===== config.mk =====
export PLATFORM = sky130hd
export DESIGN_NAME = fighter_ctrl
export DESIGN_NICKNAME = d
export VERILOG_FILES = /design/src/rtl/fighter_pkg.sv /design/src/rtl/fighter_health.sv /design/src/rtl/fighter_ctrl.sv
export SDC_FILE = /design/constraint.sdc
export NUM_CORES = 1
export LEC_CHECK = 0
export CORE_UTILIZATION = 36
export DETAILED_ROUTE_END_ITERATION = 16
export GPL_TIMING_DRIVEN = 0
export PLACE_DENSITY = 0.67
export RECOVER_POWER = 100
export SYNTH_ARGS = -nofsm -noshare
export SYNTH_HDL_FRONTEND = slang
export SYNTH_HIERARCHICAL = 1
export SYNTH_SLANG_ARGS = --single-unit
export TNS_END_PERCENT = 30

===== constraint.sdc =====
create_clock -name i_clk -period 4.9 [get_ports i_clk]
set_clock_uncertainty 0.2 [all_clocks]
set_input_delay 0.98 -clock i_clk [delete_from_list [all_inputs] [get_ports i_clk]]
set_output_delay 0.98 -clock i_clk [all_outputs]
set_load 0.1 [all_outputs]

===== src/rtl/fighter_pkg.sv =====
`default_nettype none
// ============================================================================
// Module      : fighter_pkg
// Description : Shared types and constants for the fighter game-state
//               sequencer and the sprite/health-bar compositor.
// Revision    : 1.0 - initial release
// ============================================================================
package fighter_pkg;

    // Controller command codes as delivered on i_cmd.
    typedef enum logic [2:0] {
        CMD_NONE   = 3'd0,
        CMD_LEFT   = 3'd1,
        CMD_RIGHT  = 3'd2,
        CMD_ATTACK = 3'd3,
        CMD_GUARD  = 3'd4
    } cmd_e;

    // Gesture codes consumed by the compositor.
    localparam logic [4:0] GEST_IDLE   = 5'd0;
    localparam logic [4:0] GEST_ATTACK = 5'd1;
    localparam logic [4:0] GEST_HURT   = 5'd2;

    // Sprite widths for each gesture, in pixels.
    localparam logic [9:0] c_SPRITE_W_IDLE   = 10'd125;
    localparam logic [9:0] c_SPRITE_W_ATTACK = 10'd150;
    localparam logic [9:0] c_SPRITE_W_HURT   = 10'd200;

    // Sequencer states with explicit encoding.
    typedef enum logic [1:0] {
        ST_IDLE   = 2'd0,
        ST_ATTACK = 2'd1,
        ST_HURT   = 2'd2,
        ST_KO     = 2'd3
    } state_e;

    // HURT and KO share the widest sprite.
    function automatic logic [4:0] gesture_of(input state_e s);
        case (s)
            ST_ATTACK: gesture_of = GEST_ATTACK;
            ST_HURT,
            ST_KO:     gesture_of = GEST_HURT;
            default:   gesture_of = GEST_IDLE;
        endcase
    endfunction

endpackage
`default_nettype wire


===== src/rtl/fighter_health.sv =====
`default_nettype none
// ============================================================================
// Module      : fighter_health
// Description : Saturating health register. On i_load the damage is
//               subtracted (floor at zero) and the sticky KO flag is updated.
//               o_zero_next tells the caller whether a load this cycle would
//               leave the player at zero health.
// Revision    : 1.0 - initial release
// ============================================================================
module fighter_health #(
    parameter logic [7:0] HEALTH_INIT = 8'd255
) (
    input  logic       i_clk,
    input  logic       i_rst,
    input  logic       i_load,
    input  logic [7:0] i_damage,
    output logic [7:0] o_health,
    output logic       o_zero_next,
    output logic       o_ko
);

    logic [7:0] r_health;
    logic       r_ko;
    logic [8:0] w_diff;
    logic [7:0] w_health_next;

    // Bit 8 of the 9-bit difference is the borrow: damage >= health saturates to 0.
    always_comb begin
        w_diff        = {1'b0, r_health} - {1'b0, i_damage};
        w_health_next = (w_diff[8] || (w_diff[7:0] == 8'd0)) ? 8'd0 : w_diff[7:0];
    end

    assign o_zero_next = (w_health_next == 8'd0);

    // Health and KO only move when the sequencer commits a hit.
    always_ff @(posedge i_clk or posedge i_rst) begin
        if (i_rst) begin
            r_health <= HEALTH_INIT;
            r_ko     <= 1'b0;
        end else if (i_load) begin
            r_health <= w_health_next;
            r_ko     <= r_ko | o_zero_next;
        end
    end

    assign o_health = r_health;
    assign o_ko     = r_ko;

endmodule
`default_nettype wire


===== src/rtl/fighter_ctrl.sv =====
`default_nettype none
// ============================================================================
// Module      : fighter_ctrl
// Description : Per-player game-state sequencer. Commands and hits are
//               latched during the frame and acted on at i_frame_tick, so all
//               visible outputs change only once per frame.
//               Optional build macro: FIGHTER_GUARD_EN (GUARD halves damage
//               and suppresses the HURT state).
// Revision    : 1.0 - initial release
// ============================================================================
module fighter_ctrl
    import fighter_pkg::*;
#(
    parameter logic [9:0] X_INIT        = 10'd40,
    parameter logic [9:0] Y_INIT        = 10'd200,
    parameter logic [9:0] X_MIN         = 10'd0,
    parameter logic [9:0] X_MAX         = 10'd437,
    parameter logic [9:0] STEP          = 10'd8,
    parameter logic [7:0] ATTACK_FRAMES = 8'd12,
    parameter logic [7:0] HURT_FRAMES   = 8'd20,
    parameter logic [7:0] HEALTH_INIT   = 8'd255,
    parameter logic [7:0] DAMAGE        = 8'd20
) (
    input  logic       i_clk,
    input  logic       i_rst,
    input  logic       i_frame_tick,
    input  logic       i_cmd_valid,
    input  logic [2:0] i_cmd,
    input  logic       i_hit,
    output logic [9:0] o_x,
    output logic [9:0] o_y,
    output logic [4:0] o_gesture,
    output logic [7:0] o_health,
    output logic       o_ko,
    output logic       o_busy
);

    cmd_e       r_cmd_pend;
    logic       r_hit_pend;
    state_e     r_state;
    state_e     w_state_next;
    logic [7:0] r_cnt;
    logic [7:0] w_cnt_next;
    logic [9:0] r_x;
    logic [9:0] w_x_next;
    logic [4:0] r_gesture;
    logic       r_busy;
    logic       w_apply_hit;
    logic       w_guard;
    logic [7:0] w_damage;
    logic       w_zero_next;
    logic [10:0] w_right_sum;
    logic [10:0] w_left_lim;
    logic [9:0]  w_x_right;
    logic [9:0]  w_x_left;

`ifdef FIGHTER_GUARD_EN
    assign w_guard = (r_state == ST_IDLE) && (r_cmd_pend == CMD_GUARD);
`else
    assign w_guard = 1'b0;
`endif

    assign w_damage = w_guard ? (DAMAGE >> 1) : DAMAGE;

    // Pending events: anything arriving on the tick cycle belongs to the next frame.
    always_ff @(posedge i_clk or posedge i_rst) begin
        if (i_rst) begin
            r_cmd_pend <= CMD_NONE;
            r_hit_pend <= 1'b0;
        end else if (i_frame_tick) begin
            r_cmd_pend <= i_cmd_valid ? cmd_e'(i_cmd) : CMD_NONE;
            r_hit_pend <= i_hit;
        end else begin
            if (i_cmd_valid) r_cmd_pend <= cmd_e'(i_cmd);
            if (i_hit)       r_hit_pend <= 1'b1;
        end
    end

    // Clamped horizontal moves using 11-bit intermediates to avoid wrap.
    always_comb begin
        w_right_sum = {1'b0, r_x} + {1'b0, STEP};
        w_left_lim  = {1'b0, X_MIN} + {1'b0, STEP};
        w_x_right   = (w_right_sum > {1'b0, X_MAX}) ? X_MAX : w_right_sum[9:0];
        w_x_left    = ({1'b0, r_x} < w_left_lim) ? X_MIN : (r_x - STEP);
    end

    // Next-state decision; only committed on the frame tick.
    always_comb begin
        w_state_next = r_state;
        w_cnt_next   = r_cnt;
        w_x_next     = r_x;
        w_apply_hit  = 1'b0;
        case (r_state)
            ST_IDLE: begin
                if (r_hit_pend) begin
                    w_apply_hit = 1'b1;
                    if (w_zero_next) begin
                        w_state_next = ST_KO;
                    end else if (!w_guard) begin
                        w_state_next = ST_HURT;
                        w_cnt_next   = HURT_FRAMES;
                    end
                end else if (r_cmd_pend == CMD_ATTACK) begin
                    w_state_next = ST_ATTACK;
                    w_cnt_next   = ATTACK_FRAMES;
                end else if (r_cmd_pend == CMD_LEFT) begin
                    w_x_next = w_x_left;
                end else if (r_cmd_pend == CMD_RIGHT) begin
                    w_x_next = w_x_right;
                end
            end
            ST_ATTACK: begin
                if (r_hit_pend) begin
                    w_apply_hit = 1'b1;
                    if (w_zero_next) begin
                        w_state_next = ST_KO;
                    end else begin
                        w_state_next = ST_HURT;
                        w_cnt_next   = HURT_FRAMES;
                    end
                end else if (r_cnt <= 8'd1) begin
                    w_state_next = ST_IDLE;
                    w_cnt_next   = 8'd0;
                end else begin
                    w_cnt_next = r_cnt - 8'd1;
                end
            end
            ST_HURT: begin
                if (r_cnt <= 8'd1) begin
                    w_state_next = ST_IDLE;
                    w_cnt_next   = 8'd0;
                end else begin
                    w_cnt_next = r_cnt - 8'd1;
                end
            end
            default: ;
        endcase
    end

    fighter_health #(
        .HEALTH_INIT(HEALTH_INIT)
    ) u_health (
        .i_clk       (i_clk),
        .i_rst       (i_rst),
        .i_load      (i_frame_tick && w_apply_hit),
        .i_damage    (w_damage),
        .o_health    (o_health),
        .o_zero_next (w_zero_next),
        .o_ko        (o_ko)
    );

    // State and visible sprite outputs update together once per frame.
    always_ff @(posedge i_clk or posedge i_rst) begin
        if (i_rst) begin
            r_state   <= ST_IDLE;
            r_cnt     <= 8'd0;
            r_x       <= X_INIT;
            r_gesture <= GEST_IDLE;
            r_busy    <= 1'b0;
        end else if (i_frame_tick) begin
            r_state   <= w_state_next;
            r_cnt     <= w_cnt_next;
            r_x       <= w_x_next;
            r_gesture <= gesture_of(w_state_next);
            r_busy    <= (w_state_next == ST_ATTACK) || (w_state_next == ST_HURT);
        end
    end

    assign o_x       = r_x;
    assign o_y       = Y_INIT;
    assign o_gesture = r_gesture;
    assign o_busy    = r_busy;

endmodule
`default_nettype wire


==> results of run 1 <==
-- registers in the layout, indices dropped and copies added (netlist names), 2 cells and up --
signal	count
r_state	2
o_x	8
o_gesture	2
r_cmd_pend	3
r_cnt	8
u_health/o_health	8
-- cells by family (layout without fill, tap and decap cells) --
logic type                 count (synthesis)  in the layout
muxes                                      2              2
buffers and inverters                     59             94
adders and majority gates                 20             20
xor gates and xnor gates                  10             10
AOI/OAI and AO/OA                        115            115
other                                      2             22
and+or+nand+nor                           98             98
DFF                                       34             34
-- cell usage after synthesis, types with 2 or more instances --
master and number:
o221ai_1 3, o2bb2ai_1 5, o21ai_1 11, or3_1 4
o21ai_0 29, nand4_1 6, o31ai_1 4, and2b_1 2
conb_1 2, dfstp_2 10, dfrtp_1 24, nor4_1 2
nand2_1 21, mux2i_1 2, a211oi_1 2, a21o_1 5
nand4b_1 3, nand3b_1 2, nor3_1 6, nor2_1 16
xnor2_1 6, or2_2 3, nand2b_1 3, buf_4 16
o32ai_2 2, a221oi_2 2, o22ai_1 2, buf_2 8
xor2_1 4, nor2b_1 6, ha_1 19, a221oi_1 2
o21a_1 5, nand3_1 12, inv_1 28, a22oi_1 2
clkbuf_1 4, a21oi_1 19
-- cell type report --
type / instances / area (um2)
buffer: 30 / 187.7
clock buffer: 7 / 86.33
sequential: 34 / 863.3
clock inverter: 1 / 5.005
timing repair buffer: 27 / 270.3
tap: 102 / 127.6
inverter: 29 / 108.9
fill: 823 / 4332
multi-input combinational: 267 / 1787
-- stage by stage --
| step | power [mW] | utilization, % | worst slack [ns] | std cells | hold slack [ns] |
|---|---|---|---|---|---|
| after CTS | 1.823 | 44.65 | 0.9119 | 497 | 0.2747 |
| after detailed placement | 1.599 | 43.48 | 0.9352 | 489 | 0.2662 |
| final | 1.772 | 44.23 | 0.7614 | 497 | 0.2734 |
| after global placement | 1.587 | 43.48 | 0.8849 | 489 | 0.2657 |
| after floorplan | 1.373 | - | 0.8852 | 360 | 0.2389 |
| after global routing | 1.906 | 44.23 | 0.4078 | 497 | 0.2782 |
-- per-layer routing --
| metal | routed length, um | vias up | GRT usage (%) |
|---|---|---|---|
| li1 | - | 1309 | - |
| met5 | 0 | - | 0 |
| met2 | 3041 | 54 | 27.07 |
| met4 | 85 | 0 | 5.208 |
| met3 | 238 | 9 | 2.736 |
| met1 | 2937 | 1239 | 19.90 |
-- worst max path at each step --
stage | startpoint | end
after floorplan | u_health/o_health[5] | o_gesture[1]
after global placement | u_health/o_health[5] | o_gesture[1]
after detailed placement | u_health/o_health[5] | o_gesture[1]
after CTS | u_health/o_health[5] | o_gesture[1]
after global routing | u_health/o_health[5] | o_gesture[1]
final | u_health/o_health[5] | o_gesture[1]
-- critical path, delay by kind of cell (launching register included) --
family | cells | cell delay [ns]
adder cells (fa/ha/maj) | 2 | 0.52
AND/OR/NAND/NOR | 4 | 1.03
XOR/XNOR | 1 | 0.23
flip-flops | 1 | 0.56
AO/OA/AOI/OAI | 6 | 1.48
-- power breakdown --
group / internal, mW / leakage, nW / switching, mW
combinational: 0.362 / 1.07 / 0.769
clock: 0.113 / 0.0482 / 0.0978
sequential: 0.358 / 0.406 / 0.0722
==> summary.md, run 1 <==
| Metric | Value |
|---|---|
| Reg2reg start | `u_health/o_health[5]` |
| Power Density | `515.7 nW/um2` |
| Synth Area in XOR/XNOR | `3.016%` |
| Die ar. | `8430 um2` |
| Total leakage power | `1.524 nW` |
| Commonest cells after routing, fill and taps aside | `o21ai_0, inv_1, dlygate4sd3_1, dfrtp_1, conb_1` |
| Post-Syn Area | `2904 um2` |
| Share of cells above drive strength 1 | `14.43%` |
| Outcome | `finished, final reports clean` |
| Yosys warns | `6` |
| Yosys top cell by area | `dfrtp_1` |
| CP Capture Type | `flip-flop` |
| Row cnt | `32` |
| Min-delay src | `r_cnt[6]` |
| Total GRT Usage | `15.72%` |
| DP HPWL | `4.800 mm` |
| F_max | `241.6 MHz` |
| Top-area cell type share of the netlist area | `20.68%` |
| FF+latch count, synth | `34` |
| Wire length per cell | `12.68 um` |
| Largest family of logic cells by synthesized area | `compound AO/OA/AOI/OAI gates` |
| Final-report hold violation count | `0` |
| Slowest stage cell, crit path | `dfstp_1` |
| Root buffer cell | `clkbuf_8` |
| Max Cap Viol | `0` |
| Count of final max-slew check failures | `0` |
| Num ports | `43` |
| Synth Instances | `340` |
| Post-CTS setup buffer count | `0` |
| CTS tree | `built` |
| H-Tree Depth | `2` |
| Vias per cell | `5.254` |
| Clk slew on worst S/H paths | `0.07 ns` |
| RSZ-0062 raised after global routing | `false` |
| WHS Endpoint | `r_cnt[6]` |
| Via count | `2611` |
| Commonest non-fill, non-tap cell in the layout | `o21ai_0` |
| First-pass GRT wire length | `10.98 mm` |
| # port buffers | `27` |
| Data required, critical path | `4.87 ns` |
| Total negative slack | `0 ns` |
| Largest stage delay on the critical path | `0.56 ns` |
| Starting Density | `37.39%` |
| Worst reg2reg endpoint | `o_gesture[1]` |
| FFs w/ async S/R, synth | `100.0%` |
| Post-route cell area | `3436 um2` |
| Compound-Gate Fraction of Synth Area | `27.96%` |
| Worst path cell trace | `ha_1 -> and3_1 -> a221oi_1 -> xor2_1 -> or4b_1 -> o21ai_1 -> nand2_1 -> o22a_1 -> nor2_1 -> a21oi_1 -> ha_1 -> a221oi_1 -> o2bb2ai_1` |
| Cts bufs inserted | `5` |
| FF-to-FF setup slack | `0.76 ns` |
| Critical Path Start Type | `flip-flop` |
| Sink Count | `34` |
| Final setup violation count | `0` |
| Period Utilization, post-route | `84.46%` |
| Peak supply drop | `0.0002775 V` |
| Relative slew slack | `34.33%` |
| Synth top area cells | `dfrtp_1, dfstp_2, ha_1` |
| Antenna Nets Post-Route | `0` |
| Tmin final | `4.139 ns` |
| Hold path depth | `1` |
| Synth Area in Adders | `8.875%` |
| Iter 0 DRT Violations | `131` |
| Hold_buf cts | `0` |
| Arrival time worst endpoint | `4.11 ns` |
| Main synth FF type | `dfrtp_1` |
| Largest net degree at the start of global routing | `26` |
| Total congestion overflow | `0` |
| Synth Area in Simple Gates | `19.17%` |
| Post_cts resized | `0` |
| Sequential cell area fraction in the yosys report | `29.73%` |
| Crit Path Class | `reg2reg` |
| Nets | `422` |
| Mux cell area share after synthesis | `0.6894%` |
| Total Wirelength | `6.303 mm` |
| Ant diodes | `0` |
| Die W | `91.82 um` |
| Vias in the first global route | `2494` |
| Area of placed instances | `3377 um2` |
| R2R cell count | `13` |
| P&R area growth vs syn | `18.31%` |
| Clock Latency Late Sink | `0.29 ns` |
| CP Max Fanout | `8` |
| # DRC | `0` |
| Vert. Die Dim | `91.82 um` |
| Initial antenna violation count | `0` |
| Synth unique cells | `76` |
| Clock tree buffer depth | `2` |
| Actual slew at the worst max-slew pin | `0.9818 ns` |
| Core area | `7767 um2` |
| Post-synth EDFFs | `0` |
| RePlAce Congestion | `0.8689` |
| Post-Syn Area per Cell | `8.541 um2` |
| First-pass DRT Iterations | `4` |
| HP Class | `reg2reg` |
Power figures use the tool's default switching activity.
==> run 2, diff against run 1 <==
--- a/config.mk
+++ b/config.mk
@@ -8,7 +8,7 @@
 export CORE_UTILIZATION = 36
 export DETAILED_ROUTE_END_ITERATION = 16
 export GPL_TIMING_DRIVEN = 0
-export PLACE_DENSITY = 0.67
+export PLACE_DENSITY = 0.69
 export RECOVER_POWER = 100
 export SYNTH_ARGS = -nofsm -noshare
 export SYNTH_HDL_FRONTEND = slang
==> constraint.sdc (replaced) <==
create_clock -name i_clk -period 3.35 [get_ports i_clk]
set_clock_uncertainty 0.2 [all_clocks]
set_input_delay 0.67 -clock i_clk [delete_from_list [all_inputs] [get_ports i_clk]]
set_output_delay 0.67 -clock i_clk [all_outputs]
set_load 0.1 [all_outputs]
==> summary.md, run 2 (same netlist as run 1, synthesis figures left out) <==
| Metric | Value |
|---|---|
| CP most frequent cell | `ha_4` |
| Hold path depth | `1` |
| Max Cap Viol | `0` |
| Vert. Die Dim | `91.82 um` |
| Count of final max-slew check failures | `0` |
| Commonest non-fill, non-tap cell in the layout | `o21ai_0` |
| P&R area growth vs syn | `25.20%` |
| Crit Path Class | `reg2reg` |
| Top Usage Layer GRT | `met2` |
| First-pass GRT wire length | `11.13 mm` |
| Final setup violation count | `1` |
| Via count | `2681` |
| Ant diodes | `0` |
| Met3 GRT Util | `2.985%` |
| # port buffers | `27` |
| Clk slew on worst S/H paths | `0.07 ns` |
| Crit. Startpoint | `u_health/o_health[3]` |
| Vias in the first global route | `2402` |
| Arrival time worst endpoint | `3.48 ns` |
| Period Utilization, post-route | `104.6%` |
| # DRC | `0` |
| Worst path cell trace | `ha_4 -> and3_4 -> a221oi_4 -> xor2_2 -> or4b_4 -> o21ai_4 -> nand2_2 -> o22a_1 -> nor2_2 -> a21oi_2 -> ha_4 -> a221oi_2 -> o2bb2ai_1` |
| CTS tree | `built` |
| Clock tree buffer depth | `2` |
| RePlAce Congestion | `0.8807` |
| DP HPWL | `4.923 mm` |
| Starting Density | `37.39%` |
| Sink Count | `34` |
| RSZ-0062 raised after global routing | `true` |
| Setup WS post-layout | `-0.1547 ns` |
| H-Tree Depth | `2` |
| Clock Latency Late Sink | `0.29 ns` |
| CP Capture Type | `flip-flop` |
| Total leakage power | `1.530 nW` |
| Relative slew slack | `33.20%` |
| First-pass DRT Iterations | `5` |
| HP Class | `reg2reg` |
| Total congestion overflow | `0` |
| Tmin final | `3.505 ns` |
| Num ports | `43` |
| Total Wirelength | `6.704 mm` |
| CP Max Fanout | `5` |
| Die ar. | `8430 um2` |
| Commonest cells after routing, fill and taps aside | `o21ai_0, inv_1, buf_4` |
| Failing checks | `setup timing` |
| Vias per cell | `5.298` |
| Largest stage delay on the critical path | `0.64 ns` |
| Fill cells | `754` |
| Reg2reg start | `u_health/o_health[3]` |
| Largest net degree at the start of global routing | `26` |
| Hold_buf cts | `0` |
| Critical Path Start Type | `flip-flop` |
| Iter 0 DRT Violations | `263` |
| Slowest stage cell, crit path | `dfstp_4` |
| Root buffer cell | `clkbuf_8` |
| Met1 GRT Util | `21.50%` |
| Peak supply drop | `0.0006086 V` |
| Row cnt | `32` |
| Antenna Nets Post-Route | `0` |
| Power Density | `766.5 nW/um2` |
| Total negative slack | `-0.1547 ns` |
| Nets | `431` |
| R2R cell count | `13` |
| Cts bufs inserted | `5` |
| DP Worst Slack | `-0.3385 ns` |
| Outcome | `finished, violations left` |
| Final-report hold violation count | `0` |
| Share of cells above drive strength 1 | `20.54%` |
| Total GRT Usage | `16.32%` |
| Core area | `7767 um2` |
| F_max | `285.3 MHz` |
| Min-delay src | `r_cnt[7]` |
| Wire length per cell | `13.25 um` |
| Initial antenna violation count | `0` |
| Met2 usage | `26.50%` |
| Die W | `91.82 um` |
| Actual slew at the worst max-slew pin | `0.9989 ns` |
| Data required, critical path | `3.32 ns` |
## run 2: routing by layer
metal	vias to the layer above	share of wire (%)
met3	6	5.3
met5	-	0
met2	85	47
li1	1322	-
met4	0	1.2
met1	1268	47
## run 2: layout make-up
| class | instances | area [um2] | area share, % |
|---|---|---|---|
| multi-input combinational | 267 | 1923 | 52.89 |
| sequential | 34 | 870.8 | 23.95 |
| timing repair buffer | 36 | 337.8 | 9.291 |
| buffer | 30 | 187.7 | 5.162 |
| tap | 102 | 127.6 | 3.510 |
| inverter | 29 | 108.9 | 2.994 |
| clock buffer | 8 | 80.08 | 2.202 |
## run 2: power breakdown
group          switching (mW)  internal (mW)  leakage [nW]
Clock                   0.148          0.148        0.0395
Sequential              0.114          0.525         0.408
Combinational            1.21          0.646          1.08
## run 2: stage by stage
| step | power [mW] | instance area, um2 | utilization (%) | hold WS (ns) | std cells |
|---|---|---|---|---|---|
| floorplan | 2.054 | 3054 | - | 0.2389 | 360 |
| global placement | 2.359 | 3452 | 44.44 | 0.2622 | 489 |
| detailed placement | 2.399 | 3452 | 44.44 | 0.2702 | 489 |
| CTS | 2.788 | 3637 | 46.83 | 0.2845 | 506 |
| global route | 2.994 | 3636 | 46.81 | 0.3024 | 506 |
| finish | 2.787 | 3636 | 46.81 | 0.2896 | 506 |
## run 2: repair_timing
item                       CTS  global route
pin swaps                    5             0
setup buffers                9             0
setup endpoints to repair    6             6
gates resized for setup      4             2
## run 2: path summary, 6_finish.rpt
path                            slack (ns)             to
worst max-delay path                 -0.15   o_gesture[1]
worst min register to register        0.29       r_cnt[7]
min in group asynchronous             0.61  u_health/o_ko
worst max register to register       -0.15   o_gesture[1]
worst min-delay path                  0.29       r_cnt[7]
max in group asynchronous             1.46  r_cmd_pend[2]
## run 2: worst max-delay path: cells and delay by family, from the launching register on
kind	cells	cell delay (ns)
DFF	1	0.64
xor gates and xnor gates	1	0.19
AOI/OAI and AO/OA	6	1.05
adders and majority gates	2	0.39
and+or+nand+nor	4	0.91
